===== src/rtl/ber_sync_pkg.sv =====
// Shared types and width helpers for the BER synchroniser: FSM state encoding,
// a constant clog2 and the widths used by the default build.
package ber_sync_pkg;

  typedef enum logic {
    SEARCH = 1'b0,
    LOCKED = 1'b1
  } state_t;

  function automatic int clog2(input int n);
    int r;
    r = 0;
    for (int i = 0; i < 31; i++) begin
      if ((1 << i) < n) r = i + 1;
    end
    return r;
  endfunction

  localparam int DEF_MAX_DELAY = 16;
  localparam int DEF_WINDOW    = 256;
  localparam int DLY_W         = clog2(DEF_MAX_DELAY);
  localparam int WIN_W         = clog2(DEF_WINDOW + 1);

endpackage


===== src/rtl/ber_sync_delay_line.sv =====
// Enable-gated history of the reference bit; tap k is the reference k symbols ago,
// tap 0 being the bit currently on the input.
module bit_delay_line #(
  parameter int MAX_DELAY = 16
) (
  input  logic                 clk,
  input  logic                 rst,
  input  logic                 i_en,
  input  logic                 i_bit,
  output logic [MAX_DELAY-1:0] o_taps
);

  logic [MAX_DELAY-2:0] r_hist;

  always_ff @(posedge clk or negedge rst) begin
    if (!rst) begin
      r_hist <= '0;
    end else if (i_en) begin
      r_hist <= (r_hist << 1) | (MAX_DELAY-1)'(i_bit);
    end
  end

  assign o_taps = {r_hist, i_bit};

endmodule


===== src/rtl/ber_sync.sv =====
// BER checker with automatic delay search: finds the reference delay with the fewest
// errors, locks on it, keeps saturating bit/error counts and re-searches on loss of lock.
module ber_sync
  import ber_sync_pkg::*;
#(
  parameter int MAX_DELAY   = DEF_MAX_DELAY,
  parameter int WINDOW      = DEF_WINDOW,
  parameter int LOCK_THRESH = 8,
  parameter int CNT_W       = 32
) (
  input  logic                        clk,
  input  logic                        rst,
  input  logic                        enable,
  input  logic                        sx,
  input  logic                        dx,
  input  logic                        clear,
  output logic                        o_locked,
  output logic [clog2(MAX_DELAY)-1:0] o_delay,
  output logic [CNT_W-1:0]            o_bit_count,
  output logic [CNT_W-1:0]            o_err_count,
  output logic                        o_error_flag
);

  // Default build shares the package widths; other sizes derive their own.
  localparam int DW = (MAX_DELAY == DEF_MAX_DELAY) ? DLY_W : clog2(MAX_DELAY);
  localparam int WW = (WINDOW == DEF_WINDOW) ? WIN_W : clog2(WINDOW + 1);
  localparam logic [WW-1:0] WIN_LAST  = WW'(WINDOW - 1);
  localparam logic [DW-1:0] CAND_LAST = DW'(MAX_DELAY - 1);
  localparam logic [31:0]   THRESH    = 32'(LOCK_THRESH);

  function automatic logic [CNT_W-1:0] sat_inc(input logic [CNT_W-1:0] v, input logic inc);
    if (inc && (v != '1)) return v + CNT_W'(1);
    return v;
  endfunction

  state_t               r_state, w_state_nxt;
  logic [DW-1:0]        r_cand, r_best_d, r_delay;
  logic [WW-1:0]        r_win_cnt, r_win_err, r_best_err;
  logic [CNT_W-1:0]     r_bit_cnt, r_err_cnt;
  logic                 r_err_flag;
  logic [MAX_DELAY-1:0] w_taps;
  logic [DW-1:0]        w_sel, w_min_d;
  logic [WW-1:0]        w_err_tot, w_min_err;
  logic                 w_mis, w_win_end, w_last_cand, w_better, w_lock_ok, w_over;
  logic                 w_go_lock, w_lose_lock;

  bit_delay_line #(.MAX_DELAY(MAX_DELAY)) u_hist (
    .clk    (clk),
    .rst    (rst),
    .i_en   (enable),
    .i_bit  (sx),
    .o_taps (w_taps)
  );

  assign w_sel       = (r_state == LOCKED) ? r_delay : r_cand;
  assign w_mis       = dx ^ w_taps[w_sel];
  assign w_win_end   = (r_win_cnt == WIN_LAST);
  assign w_err_tot   = r_win_err + WW'(w_mis);
  // Strict compare keeps the lower delay on ties.
  assign w_better    = (w_err_tot < r_best_err);
  assign w_min_err   = w_better ? w_err_tot : r_best_err;
  assign w_min_d     = w_better ? r_cand : r_best_d;
  assign w_last_cand = (r_cand == CAND_LAST);
  assign w_lock_ok   = (32'(w_min_err) <= THRESH);
  assign w_over      = (32'(w_err_tot) > THRESH);

  always_comb begin
    w_state_nxt = r_state;
    w_go_lock   = 1'b0;
    w_lose_lock = 1'b0;
    if (enable) begin
      case (r_state)
        SEARCH: begin
          if (w_win_end && w_last_cand && w_lock_ok) begin
            w_state_nxt = LOCKED;
            w_go_lock   = 1'b1;
          end
        end
        LOCKED: begin
          if (w_win_end && w_over) begin
            w_state_nxt = SEARCH;
            w_lose_lock = 1'b1;
          end
        end
        default: w_state_nxt = SEARCH;
      endcase
    end
  end

  always_ff @(posedge clk or negedge rst) begin
    if (!rst) r_state <= SEARCH;
    else      r_state <= w_state_nxt;
  end

  always_ff @(posedge clk or negedge rst) begin
    if (!rst) begin
      r_cand     <= '0;
      r_best_d   <= '0;
      r_best_err <= '1;
      r_delay    <= '0;
      r_win_cnt  <= '0;
      r_win_err  <= '0;
      r_err_flag <= 1'b0;
    end else if (enable) begin
      r_win_cnt <= w_win_end ? '0 : r_win_cnt + WW'(1);
      r_win_err <= w_win_end ? '0 : w_err_tot;
      if (r_state == SEARCH) begin
        if (w_win_end) begin
          if (w_last_cand) begin
            // Whether or not we lock, the next search starts from scratch.
            r_cand     <= '0;
            r_best_d   <= '0;
            r_best_err <= '1;
            if (w_go_lock) r_delay <= w_min_d;
          end else begin
            r_cand     <= r_cand + DW'(1);
            r_best_d   <= w_min_d;
            r_best_err <= w_min_err;
          end
        end
      end else begin
        r_err_flag <= w_lose_lock ? 1'b0 : w_mis;
      end
    end
  end

  // Clear wins over the stored count but not over the current symbol's increment.
  always_ff @(posedge clk or negedge rst) begin
    if (!rst) begin
      r_bit_cnt <= '0;
      r_err_cnt <= '0;
    end else if (enable && (r_state == LOCKED)) begin
      r_bit_cnt <= sat_inc(clear ? '0 : r_bit_cnt, 1'b1);
      r_err_cnt <= sat_inc(clear ? '0 : r_err_cnt, w_mis);
    end else if (clear) begin
      r_bit_cnt <= '0;
      r_err_cnt <= '0;
    end
  end

  assign o_locked     = (r_state == LOCKED);
  assign o_delay      = r_delay;
  assign o_bit_count  = r_bit_cnt;
  assign o_err_count  = r_err_cnt;
  assign o_error_flag = r_err_flag;

endmodule

===== config.mk =====
export PLATFORM = sky130hd
export DESIGN_NAME = ber_sync
export DESIGN_NICKNAME = d
export VERILOG_FILES = /design/src/rtl/ber_sync_pkg.sv /design/src/rtl/ber_sync_delay_line.sv /design/src/rtl/ber_sync.sv
export SDC_FILE = /design/constraint.sdc
export NUM_CORES = 1
export LEC_CHECK = 0
export BUFFER_PORTS_ARGS = -buffer_cell sky130_fd_sc_hd__buf_2
export CAP_MARGIN = 10
export CELL_PAD_IN_SITES_DETAIL_PLACEMENT = 0
export CELL_PAD_IN_SITES_GLOBAL_PLACEMENT = 1
export CORE_UTILIZATION = 25
export DETAILED_ROUTE_END_ITERATION = 6
export PLACE_DENSITY = 0.46
export SLEW_MARGIN = 20
export SYNTH_ARGS = -nofsm -noshare
export SYNTH_HDL_FRONTEND = slang
export SYNTH_SLANG_ARGS = --single-unit
export TNS_END_PERCENT = 30

===== constraint.sdc =====
create_clock -name clk -period 6.8 [get_ports clk]
set_input_delay 1.02 -clock clk [delete_from_list [all_inputs] [get_ports clk]]
set_output_delay 1.02 -clock clk [all_outputs]
set_load 0.05 [all_outputs]

==> flow_metrics.py, run 1 <==
metrics = {
    "critical_path": {
        "path_buf_inv": 2,
        "slowest_delay_ns": 0.64,
        "critPathTopFamily": "simple AND/OR/NAND/NOR gates",
        "worstPathRequired_ns": 7.10,
        "path_class": "register to register",
        "rr_startpoint": "o_locked",
        "startpoint": "o_locked",
        "start_kind": "register",
        "critPathSlowestCell": "dfrtp_1",
        "crit_top_cell": "ha_1",
        "cp.arrival_ns": 5.75,
        "worstSetupEndpointType": "register",
        "critPathMaxFanout": 16,
        "path_cells": "mux2_4 -> mux4_2 -> a22oi_4 -> nand2_4 -> xnor2_4 -> inv_2 -> ha_1 -> nand4_1 -> nor2_1 -> nand3_1 -> xnor2_1 -> inv_1 -> ha_1 -> and4_1 -> a221o_1 -> a31oi_1 -> nor3_1 -> nand2b_1 -> o221a_2",
    },
    "global_route": {
        "antenna_found_initial": 0,
        "grt_usage": 0.147,
        "overflow": 0,
        "grt_pass1_vias": 5495,
        "grt_max_degree": 62,
        "grt_pass1_wl_mm": 30.7,
    },
    "final_layout": {
        "layout.cells.non_filler": 1104,
        "drive_above_1_share": 0.208,
        "area.growth.synth_to_final_pct": 21.1,
        "final_common_cell": "dfrtp_1",
        "antenna_cells": 0,
        "fin_nets": 777,
        "fin_area_sq_um": 8080,
        "final_util": 0.309,
        "layout_common_cells": "dfrtp_1, buf_2, nand2_1, nor2_1, xnor2_1",
    },
    "logic_synthesis": {
        "synth_seq_cells": 120,
        "synthAdderAreaFrac": 0.0263,
        "syn_avg_cell_area_sq_um": 9.80,
        "synth_compound_area_frac": 0.0955,
        "synth-seq-area-share": 0.452,
        "synth_edf_count": 0,
        "synth_top_area_frac": 0.417,
        "async_flop_share": 1.00,
        "synthMuxAreaShare": 0.0678,
        "yosys_warnings": 0,
        "synth_top_flop_cell": "dfrtp_1",
        "synth_area_leader_cell": "dfrtp_1",
        "synth_top_family_by_area": "simple AND/OR/NAND/NOR gates",
        "syn_inst": 680,
        "synth_nets": 700,
        "synth_simple_gate_area_frac": 0.246,
        "synth_area_sq_um": 6670,
        "yosys-top-cells-area": "dfrtp_1, xnor2_1, dfstp_2, mux2_2, nand2_1",
        "synth_cell_types": 66,
        "yosys.area_share.xor_xnor": 0.0777,
    },
    "pwr": {
        "powerDensity_nw_per_um2": 261,
        "power_mw": 2.10,
        "leakage_nw": 3.68,
        "max-vdd-ir-drop_v": 0.000124,
    },
    "clocking": {
        "ctsHoldBuffers": 0,
        "insertion_delay_ns": 0.42,
        "clock_path_buffers": 2,
        "cts_made_buffers": 17,
        "cts_tree": "done",
        "postCtsSetupRepairBufs": 0,
        "cts-root-buf": "clkbuf_16",
        "clk_pin_slew_ns": 0.05,
        "cts-resized-gates": 0,
        "cts_sinks": 120,
        "h-tree-depth": 4,
    },
    "timing": {
        "hold_viol_final": 0,
        "period_minus_slack_ns": 5.45,
        "fin_ws_ns": 1.35,
        "setup_violations": 0,
        "rsz0062_at_grt": "false",
        "max_freq_ghz": 0.184,
        "maxSlewHeadroom": 0.421,
        "hold_ws_ns": 0.486,
        "fin_setup_tns_ns": 0,
        "report.final.slew_viol_count": 0,
        "period_share": 0.801,
        "tightest_slew_ns": 0.869,
        "finClkSkew_ns": 0.0151,
    },
    "floorplanning": {
        "initial_core_util": 0.255,
        "ios": 76,
        "rows": 59,
        "die_area_sq_um": 27300,
        "dieWidth_microns": 165,
        "coreArea_sq_um": 26100,
        "die_height_microns": 165,
    },
    "placement": {
        "gp_congestion": 0.797,
        "numPortBuffers": 75,
        "detailed_place_hpwl_mm": 13.4,
        "postPlaceCellArea_sq_um": 7410,
        "pre_cts_slack_ns": 1.19,
        "placed_cells": 1073,
    },
    "route": {
        "totalWireLength_mm": 18.9,
        "drc": 8,
        "routed_via_density": 4.93,
        "wl_per_cell_microns": 17.2,
        "drt_iter0_drc": 330,
        "ant_nets": 0,
        "via_count": 5438,
        "drtPass1Iterations": 7,
    },
    "run": {
        "drv_cap": 0,
    },
    "worst_hold_path": {
        "hold_path_startpoint": "r_best_d[3]",
        "worstHoldPathType": "register to register",
    },
    "run_status": {
        "outcome": "finished with violations",
        "violations": "design-rule violations",
    },
}
power by group:
| group | total [mW] | switching, mW | internal [mW] |
|---|---|---|---|
| combinational | 0.231 | 0.128 | 0.103 |
| sequential | 0.846 | 0.0683 | 0.777 |
| clock | 1.03 | 0.330 | 0.697 |
| total | 2.10 | 0.526 | 1.58 |
cells in the mapped netlist, types with 3 or more instances:
| library cell | instances |
|---|---|
| nand3_1 | 36 |
| and4b_1 | 3 |
| or3_1 | 5 |
| ha_1 | 14 |
| and3_1 | 16 |
| nand2b_1 | 8 |
| inv_1 | 32 |
| nand4_1 | 26 |
| mux2_1 | 4 |
| o21ai_0 | 25 |
| xor2_1 | 11 |
| and2_1 | 5 |
| nor4_1 | 12 |
| xnor2_1 | 45 |
| nor3_1 | 16 |
| or4_1 | 7 |
| clkbuf_1 | 20 |
| nand4b_1 | 3 |
| mux2_2 | 21 |
| and4_1 | 9 |
| a21o_1 | 7 |
| o31ai_1 | 7 |
| dfstp_2 | 9 |
| nand2_1 | 62 |
| a22oi_1 | 8 |
| a21oi_1 | 16 |
| dfrtp_1 | 111 |
| mux2i_1 | 5 |
| nor2b_1 | 26 |
| a22o_1 | 4 |
| nor4b_1 | 4 |
| nor2_1 | 54 |
| mux4_2 | 4 |
cell type report:
class / count / area [sq um]
clock buffers: 24 / 502
clock inverters: 7 / 163
fillers: 2749 / 18100
inverters: 33 / 124
multi-input cells: 503 / 3420
flip-flops and latches: 120 / 3010
well taps: 335 / 419
repair buffers: 82 / 430
worst paths after layout:
path / to / slack (ns) / cells past startpoint
setup / recovery: o_delay[1] / 1.35 / 19
hold / removal: o_delay[3] / 0.49 / 1
min in group asynchronous: o_err_count[29] / 0.70 / 1
hold reg to reg: o_delay[3] / 0.49 / 1
max in group asynchronous: r_cand[2] / 4.71 / 2
setup reg to reg: o_delay[1] / 1.35 / 19
flip-flops by register name, summed over array words and instances, names as in the netlist:
name,flops
o_bit_count,32
r_best_err,9
u_hist.r_hist,15
o_delay,4
r_best_d,4
o_error_flag,1
r_win_err,9
o_locked,1
r_win_cnt,9
r_cand,4
o_err_count,32
per-layer routing:
layer  vias up  routed length, microns  track usage
li1       2593                       -            -
met1      2724                    9010        0.196
met5         -                       0            0
met3        20                     625       0.0265
met4         0                     348       0.0550
met2       101                    8960        0.235
cells by family (layout without fill, tap and decap cells):
| logic type | after synthesis | after routing |
|---|---|---|
| mux | 36 | 36 |
| fa+ha+maj | 14 | 14 |
| flops | 120 | 120 |
| simple gates | 305 | 305 |
| compound gates | 91 | 91 |
| buf+inv | 57 | 146 |
| xor+xnor | 57 | 57 |
Note: power is estimated with default switching activity, not from simulation.
==> run 2, diff against run 1 <==
--- a/config.mk
+++ b/config.mk
@@ -11,7 +11,7 @@
 export CELL_PAD_IN_SITES_GLOBAL_PLACEMENT = 1
 export CORE_UTILIZATION = 25
 export DETAILED_ROUTE_END_ITERATION = 6
-export PLACE_DENSITY = 0.46
+export PLACE_DENSITY = 0.48
 export SLEW_MARGIN = 20
 export SYNTH_ARGS = -nofsm -noshare
 export SYNTH_HDL_FRONTEND = slang
==> constraint.sdc (replaced) <==
create_clock -name clk -period 4.9 [get_ports clk]
set_input_delay 0.735 -clock clk [delete_from_list [all_inputs] [get_ports clk]]
set_output_delay 0.735 -clock clk [all_outputs]
set_load 0.05 [all_outputs]
==> run 2 against run 1 <==
Against the previous run: the run still ends with design-rule violations left; clock skew down 0.0022 ns; first-iteration DRC count down 1.2%; via count up 0.44%; fmax up 19%; power up 35%; sequential share of layout area down 0.28 points; sequential power up 38%; non-clock buffer count up 10; critical endpoint unchanged.
==> flow_metrics.py, run 2 (synthesized netlist as in run 1, its figures left out) <==
metrics = {
    "run_status": {
        "outcome": "finished with violations",
        "violations": "design-rule violations",
    },
    "timing": {
        "rsz0062_at_grt": "false",
        "maxSlewHeadroom": 0.473,
        "tightest_slew_ns": 0.790,
        "period_share": 0.938,
        "period_minus_slack_ns": 4.60,
        "hold_viol_final": 0,
        "setup_violations": 0,
        "fin_setup_tns_ns": 0,
        "max_freq_ghz": 0.218,
        "report.final.slew_viol_count": 0,
        "finClkSkew_ns": 0.0129,
    },
    "critical_path": {
        "reg2reg_to": "o_delay[1]",
        "path_class": "register to register",
        "rr_startpoint": "o_locked",
        "slowest_delay_ns": 0.46,
        "critPathSlowestCell": "mux4_2",
        "critPathMaxFanout": 7,
        "worstPathRequired_ns": 5.20,
        "r2r_setup_slack_ns": 0.30,
        "worstSetupEndpointType": "register",
        "critPathTopFamily": "compound AO/OA/AOI/OAI gates",
        "path_buf_inv": 3,
        "path_cells": "mux2_4 -> mux4_2 -> a22oi_4 -> nand2_4 -> xnor2_4 -> inv_2 -> ha_1 -> nand4_1 -> nor2_2 -> nand3_1 -> xnor2_2 -> inv_1 -> ha_1 -> and4_1 -> a221o_1 -> a31oi_1 -> buf_4 -> nand4_1 -> o221a_2",
        "worstRegToRegCells": 19,
        "start_kind": "register",
        "cp.arrival_ns": 4.89,
    },
    "global_route": {
        "antenna_found_initial": 0,
        "grt_pass1_vias": 5445,
        "grt_pass1_wl_mm": 29.4,
        "grt_usage": 0.140,
        "grt_max_degree": 78,
        "overflow": 0,
    },
    "route": {
        "totalWireLength_mm": 18.5,
        "routed_via_density": 4.90,
        "drc": 14,
        "wl_per_cell_microns": 16.6,
        "drt_iter0_drc": 326,
        "drtPass1Iterations": 6,
        "via_count": 5462,
        "ant_nets": 0,
    },
    "final_layout": {
        "area.growth.synth_to_final_pct": 22.2,
        "antenna_cells": 0,
        "layout.cells.non_filler": 1115,
        "fin_nets": 787,
        "final_common_cell": "dfrtp_1",
        "layout_common_cells": "dfrtp_1, buf_2, nand2_1, nor2_1, xnor2_1",
        "drive_above_1_share": 0.228,
    },
    "clocking": {
        "cts-root-buf": "clkbuf_16",
        "cts_made_buffers": 17,
        "cts_tree": "done",
        "clk_pin_slew_ns": 0.06,
        "ctsHoldBuffers": 0,
        "insertion_delay_ns": 0.42,
        "h-tree-depth": 4,
        "cts_sinks": 120,
        "clock_path_buffers": 2,
    },
    "floorplanning": {
        "ios": 76,
        "initial_core_util": 0.255,
        "die_area_sq_um": 27300,
        "die_height_microns": 165,
        "coreArea_sq_um": 26100,
        "rows": 59,
        "dieWidth_microns": 165,
    },
    "placement": {
        "gp_congestion": 0.770,
        "placed_cells": 1081,
        "detailed_place_hpwl_mm": 13.2,
        "numPortBuffers": 75,
    },
    "pwr": {
        "max-vdd-ir-drop_v": 0.000163,
        "leakage_nw": 3.72,
        "power_mw": 2.83,
        "powerDensity_nw_per_um2": 348,
    },
    "worst_hold_path": {
        "worstHoldPathType": "input pin to async pin",
    },
    "run": {
        "drv_cap": 0,
    },
}
## run 2: changes by cell type in the layout (fill, tap and decap cells not counted), moves of 2 or more
cell,previous run,this run
buf_4,8,16
clkbuf_8,5,1
clkinv_2,1,5
clkinv_4,0,2
dfrtp_1,111,109
dfrtp_2,0,2
## run 2: final cells by class
type / count / area, sq um
fillers: 2746 / 18000
multi-input cells: 503 / 3450
flip-flops and latches: 120 / 3020
repair buffers: 92 / 515
clock buffers: 19 / 443
well taps: 335 / 419
clock inverters: 13 / 178
inverters: 33 / 124
## run 2: how the worst max path moves through the flow
| stage | depth (start not counted) | from | slack, ns | end |
|---|---|---|---|---|
| 2_1_floorplan | 19 | o_locked | 0.03 | r_best_d[2] |
| 3_3_place_gp | 20 | sx | 0.14 | r_best_err[0] |
| 3_5_place_dp | 20 | sx | 0.07 | r_best_err[8] |
| 4_1_cts | 20 | o_locked | 0.12 | r_best_err[8] |
| 5_1_grt | 19 | o_locked | 0.01 | o_delay[1] |
| 6_report | 19 | o_locked | 0.30 | o_delay[1] |
## run 2: worst reg2reg max path, cell delays in order (launching register included)
cell and delay, ns:
dfrtp_2 0.43, mux2_4 0.35, mux4_2 0.46, a22oi_4 0.27
nand2_4 0.12, xnor2_4 0.14, inv_2 0.07, ha_1 0.16
nand4_1 0.18, nor2_2 0.20, nand3_1 0.15, xnor2_2 0.21
inv_1 0.06, ha_1 0.28, and4_1 0.17, a221o_1 0.34
a31oi_1 0.16, buf_4 0.18, nand4_1 0.19, o221a_2 0.36
## run 2: metrics by stage
step,hold slack (ns),setup WS [ns],util,cell area [sq um]
after floorplan,0.439,0.0283,-,6670
after global placement,0.477,0.143,0.286,7490
after detailed placement,0.474,0.0725,0.286,7490
after CTS,0.340,0.115,0.310,8110
after global routing,0.381,0.0123,0.312,8140
final,0.344,0.304,0.312,8140
## run 2: repair_timing
| item | 4_1_cts | 5_1_grt |
|---|---|---|
| resized for setup | 0 | 7 |
| endpoints found under the setup margin | 0 | 17 |
| buffers inserted | 0 | 1 |
## run 2: metal layers
metal,routed length (microns),track usage
met3,692,0.0277
met5,0,0
met4,189,0.0426
met1,8900,0.188
met2,8700,0.227
## run 2: power by group
group	switching, mW	internal (mW)	total (mW)
combinational	0.181	0.151	0.331
clock	0.471	0.861	1.33
sequential	0.0919	1.08	1.17
total	0.744	2.09	2.83
